## src/rtl/spi_mosi_rx_buffer_pkg.sv

```systemverilog
// Shared definitions for the MOSI receive buffer: state encoding, default sizes
// and the word-count helper.
package spi_mosi_rx_buffer_pkg;

  localparam int DEF_WIDTH        = 8;
  localparam int DEF_N            = 8;
  localparam int DEF_IDLE_TIMEOUT = 16;
  localparam int CNT_W            = 5;

  typedef enum logic [1:0] {
    ST_IDLE = 2'd0,
    ST_RX   = 2'd1,
    ST_GAP  = 2'd2,
    ST_DONE = 2'd3
  } rx_state_t;

  function automatic logic [CNT_W-1:0] cnt_inc(input logic [CNT_W-1:0] i_cnt);
    return i_cnt + 5'd1;
  endfunction

endpackage

```

## src/rtl/spi_rx_shifter.sv

```systemverilog
// MSB-first deserialiser: WIDTH-bit shift register with bit counter, a word_done
// strobe on the last bit of a word, and a partial flag used when CS aborts a word.
module spi_rx_shifter #(
  parameter int WIDTH = 8
) (
  input  logic             i_clk,
  input  logic             i_rst_n,
  input  logic             i_shift,
  input  logic             i_abort,
  input  logic             i_mosi,
  output logic             o_word_done,
  output logic [WIDTH-1:0] o_word,
  output logic             o_partial
);

  localparam int BW = $clog2(WIDTH);
  localparam logic [BW-1:0] BIT_LAST = BW'(WIDTH - 1);

  logic [WIDTH-2:0] r_shift;
  logic [BW-1:0]    r_bits;

  // The completed word includes the bit being sampled on this very edge.
  assign o_word      = {r_shift, i_mosi};
  assign o_word_done = i_shift && (r_bits == BIT_LAST);
  assign o_partial   = (r_bits != {BW{1'b0}});

  // Shift register and bit counter; abort drops any partially received word.
  always_ff @(posedge i_clk) begin
    if (!i_rst_n) begin
      r_shift <= {(WIDTH-1){1'b0}};
      r_bits  <= {BW{1'b0}};
    end else if (i_abort) begin
      r_bits  <= {BW{1'b0}};
    end else if (i_shift) begin
      r_shift <= o_word[WIDTH-2:0];
      r_bits  <= o_word_done ? {BW{1'b0}} : r_bits + {{(BW-1){1'b0}}, 1'b1};
    end else begin
      r_bits  <= r_bits;
    end
  end

endmodule

```

## src/rtl/spi_mosi_rx_buffer.sv

```systemverilog
// Receive end of the MOSI SPI link: packs deserialised words and their DC flags
// into a frame buffer and reports completion by word count or CS idle timeout.
module spi_mosi_rx_buffer
  import spi_mosi_rx_buffer_pkg::*;
#(
  parameter int WIDTH        = DEF_WIDTH,
  parameter int N            = DEF_N,
  parameter int IDLE_TIMEOUT = DEF_IDLE_TIMEOUT
) (
  input  logic               i_SCK,
  input  logic               i_RST,
  input  logic               i_MOSI,
  input  logic               i_CS,
  input  logic               i_DC,
  input  logic [CNT_W-1:0]   i_N_EXPECT,
  output logic [WIDTH-1:0]   o_BYTE,
  output logic               o_BYTE_VALID,
  output logic               o_BYTE_DC,
  output logic [WIDTH*N-1:0] o_DATA,
  output logic [N-1:0]       o_DC,
  output logic [CNT_W-1:0]   o_N_RECEIVED,
  output logic               o_DONE,
  output logic               o_FRAME_ERR
);

  localparam int IW = $clog2(IDLE_TIMEOUT) + 1;
  localparam logic [IW-1:0]    IDLE_LAST = IW'(IDLE_TIMEOUT - 1);
  localparam logic [CNT_W-1:0] N_MAX     = CNT_W'(N);

  rx_state_t          r_state;
  logic [CNT_W-1:0]   r_count;
  logic [CNT_W-1:0]   r_n_exp;
  logic               r_err;
  logic [IW-1:0]      r_idle;
  logic [WIDTH*N-1:0] r_buf;
  logic [N-1:0]       r_dcb;

  logic               w_shift_en;
  logic               w_abort;
  logic               w_word_done;
  logic [WIDTH-1:0]   w_word;
  logic               w_partial;
  logic               w_store;
  logic               w_ovf;
  logic               w_hit;
  logic [CNT_W-1:0]   w_count_inc;
  logic [WIDTH*N-1:0] w_buf_nxt;
  logic [N-1:0]       w_dcb_nxt;

  // Bits are accepted in every state except the one-cycle DONE turnaround.
  assign w_shift_en  = (r_state != ST_DONE) && !i_CS;
  assign w_abort     = (r_state == ST_RX) && i_CS;
  assign w_count_inc = cnt_inc(r_count);
  assign w_store     = w_word_done && (r_count < N_MAX);
  assign w_ovf       = w_word_done && !w_store;
  assign w_hit       = w_store && (r_n_exp != 5'd0) && (w_count_inc == r_n_exp);

  spi_rx_shifter #(
    .WIDTH (WIDTH)
  ) u_shifter (
    .i_clk       (i_SCK),
    .i_rst_n     (i_RST),
    .i_shift     (w_shift_en),
    .i_abort     (w_abort),
    .i_mosi      (i_MOSI),
    .o_word_done (w_word_done),
    .o_word      (w_word),
    .o_partial   (w_partial)
  );

  // Frame buffer view with the word completing this edge already in its slot.
  always_comb begin
    w_buf_nxt = r_buf;
    w_dcb_nxt = r_dcb;
    for (int k = 0; k < N; k++) begin
      if (w_store && (r_count == CNT_W'(k))) begin
        w_buf_nxt[WIDTH*k +: WIDTH] = w_word;
        w_dcb_nxt[k]                = i_DC;
      end else begin
        w_buf_nxt[WIDTH*k +: WIDTH] = r_buf[WIDTH*k +: WIDTH];
        w_dcb_nxt[k]                = r_dcb[k];
      end
    end
  end

  // Frame FSM, idle counter, buffer and all registered outputs.
  always_ff @(posedge i_SCK) begin
    if (!i_RST) begin
      r_state      <= ST_IDLE;
      r_count      <= 5'd0;
      r_n_exp      <= 5'd0;
      r_err        <= 1'b0;
      r_idle       <= {IW{1'b0}};
      r_buf        <= {(WIDTH*N){1'b0}};
      r_dcb        <= {N{1'b0}};
      o_BYTE       <= {WIDTH{1'b0}};
      o_BYTE_VALID <= 1'b0;
      o_BYTE_DC    <= 1'b0;
      o_DATA       <= {(WIDTH*N){1'b0}};
      o_DC         <= {N{1'b0}};
      o_N_RECEIVED <= 5'd0;
      o_DONE       <= 1'b0;
      o_FRAME_ERR  <= 1'b0;
    end else begin
      o_BYTE_VALID <= 1'b0;
      o_DONE       <= 1'b0;
      if (w_word_done) begin
        o_BYTE       <= w_word;
        o_BYTE_DC    <= i_DC;
        o_BYTE_VALID <= 1'b1;
      end
      case (r_state)
        ST_IDLE: begin
          if (!i_CS) begin
            r_state <= ST_RX;
            r_n_exp <= i_N_EXPECT;
            r_count <= 5'd0;
            r_err   <= 1'b0;
            r_idle  <= {IW{1'b0}};
            r_buf   <= {(WIDTH*N){1'b0}};
            r_dcb   <= {N{1'b0}};
          end
        end
        ST_RX: begin
          if (i_CS) begin
            r_state <= ST_GAP;
            r_idle  <= {IW{1'b0}};
            if (w_partial) begin
              r_err <= 1'b1;
            end
          end else begin
            r_buf <= w_buf_nxt;
            r_dcb <= w_dcb_nxt;
            if (w_store) begin
              r_count <= w_count_inc;
            end
            if (w_ovf) begin
              r_err <= 1'b1;
            end
            // Count-terminated frame: o_DONE coincides with the last o_BYTE_VALID.
            if (w_hit) begin
              r_state      <= ST_DONE;
              o_DONE       <= 1'b1;
              o_DATA       <= w_buf_nxt;
              o_DC         <= w_dcb_nxt;
              o_N_RECEIVED <= w_count_inc;
              o_FRAME_ERR  <= r_err;
            end
          end
        end
        ST_GAP: begin
          if (!i_CS) begin
            r_state <= ST_RX;
            r_idle  <= {IW{1'b0}};
          end else if (r_idle == IDLE_LAST) begin
            if (r_count != 5'd0) begin
              r_state      <= ST_DONE;
              o_DONE       <= 1'b1;
              o_DATA       <= r_buf;
              o_DC         <= r_dcb;
              o_N_RECEIVED <= r_count;
              o_FRAME_ERR  <= r_err;
            end else begin
              r_state <= ST_IDLE;
            end
          end else begin
            r_idle <= r_idle + {{(IW-1){1'b0}}, 1'b1};
          end
        end
        ST_DONE: begin
          r_state <= ST_IDLE;
        end
        default: begin
          r_state <= ST_IDLE;
        end
      endcase
    end
  end

endmodule

```

## config.mk

```make
export PLATFORM = sky130hd
export DESIGN_NAME = spi_mosi_rx_buffer
export DESIGN_NICKNAME = d
export VERILOG_FILES = /design/src/rtl/spi_mosi_rx_buffer_pkg.sv /design/src/rtl/spi_rx_shifter.sv /design/src/rtl/spi_mosi_rx_buffer.sv
export SDC_FILE = /design/constraint.sdc
export NUM_CORES = 1
export LEC_CHECK = 0
export BUFFER_PORTS_ARGS = -buffer_cell sky130_fd_sc_hd__buf_2
export CORE_MARGIN = 5
export CORE_UTILIZATION = 60
export DETAILED_ROUTE_END_ITERATION = 8
export PLACE_DENSITY = 0.8
export SLEW_MARGIN = 20
export SYNTH_ARGS = -nofsm -noshare
export SYNTH_HDL_FRONTEND = slang
export SYNTH_SLANG_ARGS = --single-unit
```

## constraint.sdc

```tcl
create_clock -name i_SCK -period 7.3 [get_ports i_SCK]
set_input_delay 0.73 -clock i_SCK [delete_from_list [all_inputs] [get_ports i_SCK]]
set_output_delay 0.73 -clock i_SCK [all_outputs]
set_load 0.02 [all_outputs]
```

==> Flow_metrics.wiki <==
{| class="wikitable"
! Metric !! Value
|-
| Routed metal-1 wire length || 9250 um
|-
| Via density per instance || 5.69
|-
| Sum of met3 wire segment lengths after detailed routing || 1100 um
|-
| Number of clock sinks seen by CTS || 189
|-
| Post-synthesis adder-cell area fraction || 1.94%
|-
| Largest net degree at the start of global routing || between 150 and 200
|-
| Final design area excluding fillers || around 10000 um2
|-
| Standard cell core area || 14,600 um2
|-
| Yosys top cell area share || 41.9%
|-
| Die ar. || 17,600 um2
|-
| CP Data Required Time || 7.59 ns
|-
| Number of distinct standard cells referenced by the synthesized netlist || 50
|-
| Minimum clock period || 3.17 ns
|-
| Weighted congestion reported at the end of routability-driven placement || 0.844
|-
| Number of cells on the worst reg-to-reg path || 7
|-
| Insertion delay of the later-clocked pin in the worst-skew pair || between 0.4 and 0.5 ns
|-
| WHS Path Cells || 2
|-
| TritonCTS Buffers || 17
|-
| Clk Tree Root Cell || clkbuf_16
|-
| Number of antenna violations at the first check in global routing || 0
|-
| Number of synthesized register bits || 189
|-
| WL per Instance || 16.3 um
|-
| Measured slew at the worst slew-check pin || about 1.1 ns
|-
| Post-CTS setup buffers || 0
|-
| Unrepaired setup endpoints after global routing || no
|-
| Die width || 133 um
|-
| Cell types with the highest counts after synthesis || nand2_1 (278), dfxtp_1 (189), a21boi_0 (94)
|-
| Number of fill cells in the layout || 1,191
|-
| Count of nets after finishing || 1,081
|-
| Crit path max fanout || 17
|-
| Period utilisation layout || 43.5%
|-
| Leak pwr || 3.78 nW
|-
| Pre-antenna DRT Iters || 5
|-
| Top routing layer in use || met4
|-
| Worst R2R Start || u_shifter.r_bits[0]$_SDFFE_PP0P_
|-
| Mean cell area of the mapped netlist || 8.81 um2
|-
| Cell Rows || 44
|-
| Final count of negative-setup-slack endpoints || 0
|-
| Status || complete, no violations
|-
| Via count || 7,140
|-
| Hold_sp || o_DATA[42]$_SDFFE_PN0P_
|-
| Post-synthesis simple-gate area fraction || a little over a fifth
|-
| Synthesized-area fraction occupied by ao, oa, aoi and oai cells || a little under a tenth
|-
| ANT cells || 0
|-
| Cell with the most instances after synthesis || nand2_1
|-
| Ys flop type || dfxtp_1
|-
| Initial core utilization || approximately three fifths
|-
| Number of top-level design ports || 99
|-
| Dpl hpwl || 12,700 um
|-
| GRT Total Usage || 23.0%
|-
| Count of synthesis-stage warnings from yosys || 0
|-
| CTS HTree Levels || 4
|-
| Metal2 WL || between 9000 and 10,000 um
|-
| Worst setup EP type || register
|-
| Placed cell count || 1,222
|-
| Critical path type || register to register
|-
| Portion of netlist area occupied by mux cells || 18.6%
|-
| Worst reg-to-reg setup slack || roughly 4.1 ns
|-
| Final count of pins violating max slew || 0
|-
| Fraction of synthesized cell area in xor and xnor cells || 1.14%
|-
| Post-CTS resize count || 0
|-
| Power Dens Cells || 218 nW/um2
|-
| Instance area at placement || 9400 um2
|-
| Worst min-delay path class || register to register
|-
| Ys async rst share || 0%
|-
| Number of instances in the synthesized netlist || 1,025
|-
| Die Ht || 133 um
|-
| Sum of overflow across all layers after global routing || 0
|-
| Clock tree from TritonCTS || done
|-
| Sequential fraction of the synthesis area || 41.9%
|-
| EDFF count, synth || 0
|-
| Number of input and output port buffers inserted || 98
|-
| Clock transition at path regs || around 0.060 ns
|-
| DRT antenna net count || 0
|-
| Vias in the first global route || 6,673
|-
| Synthesized net count || 1,049
|-
| Reported max-cap violation count || 0
|-
| Number of hold buffers added after CTS || 0
|-
| Sum Neg Setup Slack || 0 ns
|-
| Data arrival time of the critical path || 3.46 ns
|-
| Sum of internal, switching and leakage power || between 0.002 and 0.0025 W
|-
| Largest buffer count on any clock path || 2
|-
| Final hold viol count || 0
|-
| Fraction of final layout cells sized beyond drive strength 1 || between 20% and 30%
|-
| Residual DRC count || 0
|-
| Core utilization of the finished layout || approximately 68%
|-
| Area growth syn-to-layout || 10.2%
|-
| Area of the mapped netlist || 9030 um2
|-
| Main combinational cell family by area after synthesis || simple AND/OR/NAND/NOR gates
|-
| Achievable Freq || 315 MHz
|-
| Critical Path Start Type || register
|-
| Largest area contributor in the synthesized netlist || dfxtp_1
|-
| End of the worst register-to-register path || o_DATA[59]$_SDFFE_PN0P_
|-
| Slew margin rel. || 26.9%
|-
| Maximum VDD drop || 183 uV
|-
| Cell types with the largest area share after synthesis || dfxtp_1 (42%), nand2_1 (12%), mux2i_1 (9.5%)
|-
| Post-Route WL || 20,400 um
|-
| Sink of the worst hold path || o_DATA[42]$_SDFFE_PN0P_
|-
| Fin Clk Skew || 0.00800 ns
|-
| Wire length of the first global-routing pass || 33,600 um
|-
| Post-route insts no fill || between 1,000 and 1,500
|-
| Drt initial violations || roughly 630
|}
## per-stage QoR
stage / hold slack, ns / setup slack (ns)
2_1_floorplan: 0.438 / 4.91
3_3_place_gp: 0.439 / 4.20
3_5_place_dp: 0.443 / 4.03
4_1_cts: 0.457 / 4.20
5_1_grt: 0.476 / 3.90
6_report: 0.453 / 4.13
## cell families (layout without fill, tap and decap cells)
kind of cell / count (synthesis) / count (layout)
simple gates: 436 / 436
flops: 189 / 189
fa+ha+maj: 14 / 14
buf+inv: 100 / 145
compound gates: 117 / 117
xor+xnor: 10 / 10
mux: 159 / 159
## state kept, by name, indices dropped and copies added, names as in the netlist
signal / flops
o_DATA: 64
r_buf: 64
o_BYTE: 8
o_DC: 8
r_dcb: 8
u_shifter.r_shift: 7
o_N_RECEIVED: 5
r_count: 5
r_idle: 5
r_n_exp: 5
u_shifter.r_bits: 3
r_state: 2
o_BYTE_DC: 1
o_BYTE_VALID: 1
o_DONE: 1
o_FRAME_ERR: 1
r_err: 1
## power by group
part           total (W)  internal (W)  switching, W
clock           0.000878      0.000487      0.000391
combinational   0.000228     0.0000673      0.000161
sequential       0.00106       0.00104     0.0000185
total            0.00217       0.00160      0.000570
## worst max-delay path by stage
stage                                     startpoint                      end  slack, ns  depth (start not counted)
floorplan                                       i_CS  o_DATA[10]$_SDFFE_PN0P_       4.91                          9
global placement                                i_CS  o_DATA[58]$_SDFFE_PN0P_       4.20                          6
detailed placement                              i_CS  o_DATA[63]$_SDFFE_PN0P_       4.03                          6
CTS                 u_shifter.r_bits[0]$_SDFFE_PP0P_  o_DATA[63]$_SDFFE_PN0P_       4.20                          7
global route        u_shifter.r_bits[0]$_SDFFE_PP0P_  o_DATA[59]$_SDFFE_PN0P_       3.90                          7
finish              u_shifter.r_bits[0]$_SDFFE_PP0P_  o_DATA[59]$_SDFFE_PN0P_       4.13                          7
## layer usage
metal  vias to the layer above  GRT usage [%]
met5                         -              0
met4                         0           6.47
met1                      3387           31.2
met2                       199           37.5
met3                        26           4.63
li1                       3528              -
## cell type report
type / instances / area (um2) / area share, %
repair buffers: 103 / 534 / 5.37
clock inverters: 10 / 91.3 / 0.918
clock buffers: 22 / 464 / 4.66
inverters: 10 / 37.5 / 0.377
multi-input cells: 736 / 4810 / 48.3
flip-flops and latches: 189 / 3780 / 38.0
well taps: 184 / 230 / 2.31
## placed cells by master, fill, tap and decap left out, drive strengths merged, types with 3 or more instances in the layout
master / instances
mux2i: 86
nand3: 83
inv: 10
and2: 3
and3: 8
nand4: 8
nor3: 4
nand2: 278
a21boi: 94
ha: 14
o21ai: 9
xnor2: 5
dfxtp: 189
mux2: 73
clkbuf: 22
clkinv: 7
nor2: 11
a21oi: 5
nand4b: 4
buf: 103
nor2b: 20
xor2: 4
## worst max-delay path, stage by stage (launching register included)
cell      delay, ns
dfxtp_1        0.38
ha_1           0.17
ha_1           0.23
nor3b_2        0.91
nand4b_1       0.71
mux2_2         0.49
nand2_1        0.07
mux2i_1        0.08
No activity file was read; power rests on OpenSTA's default activity.
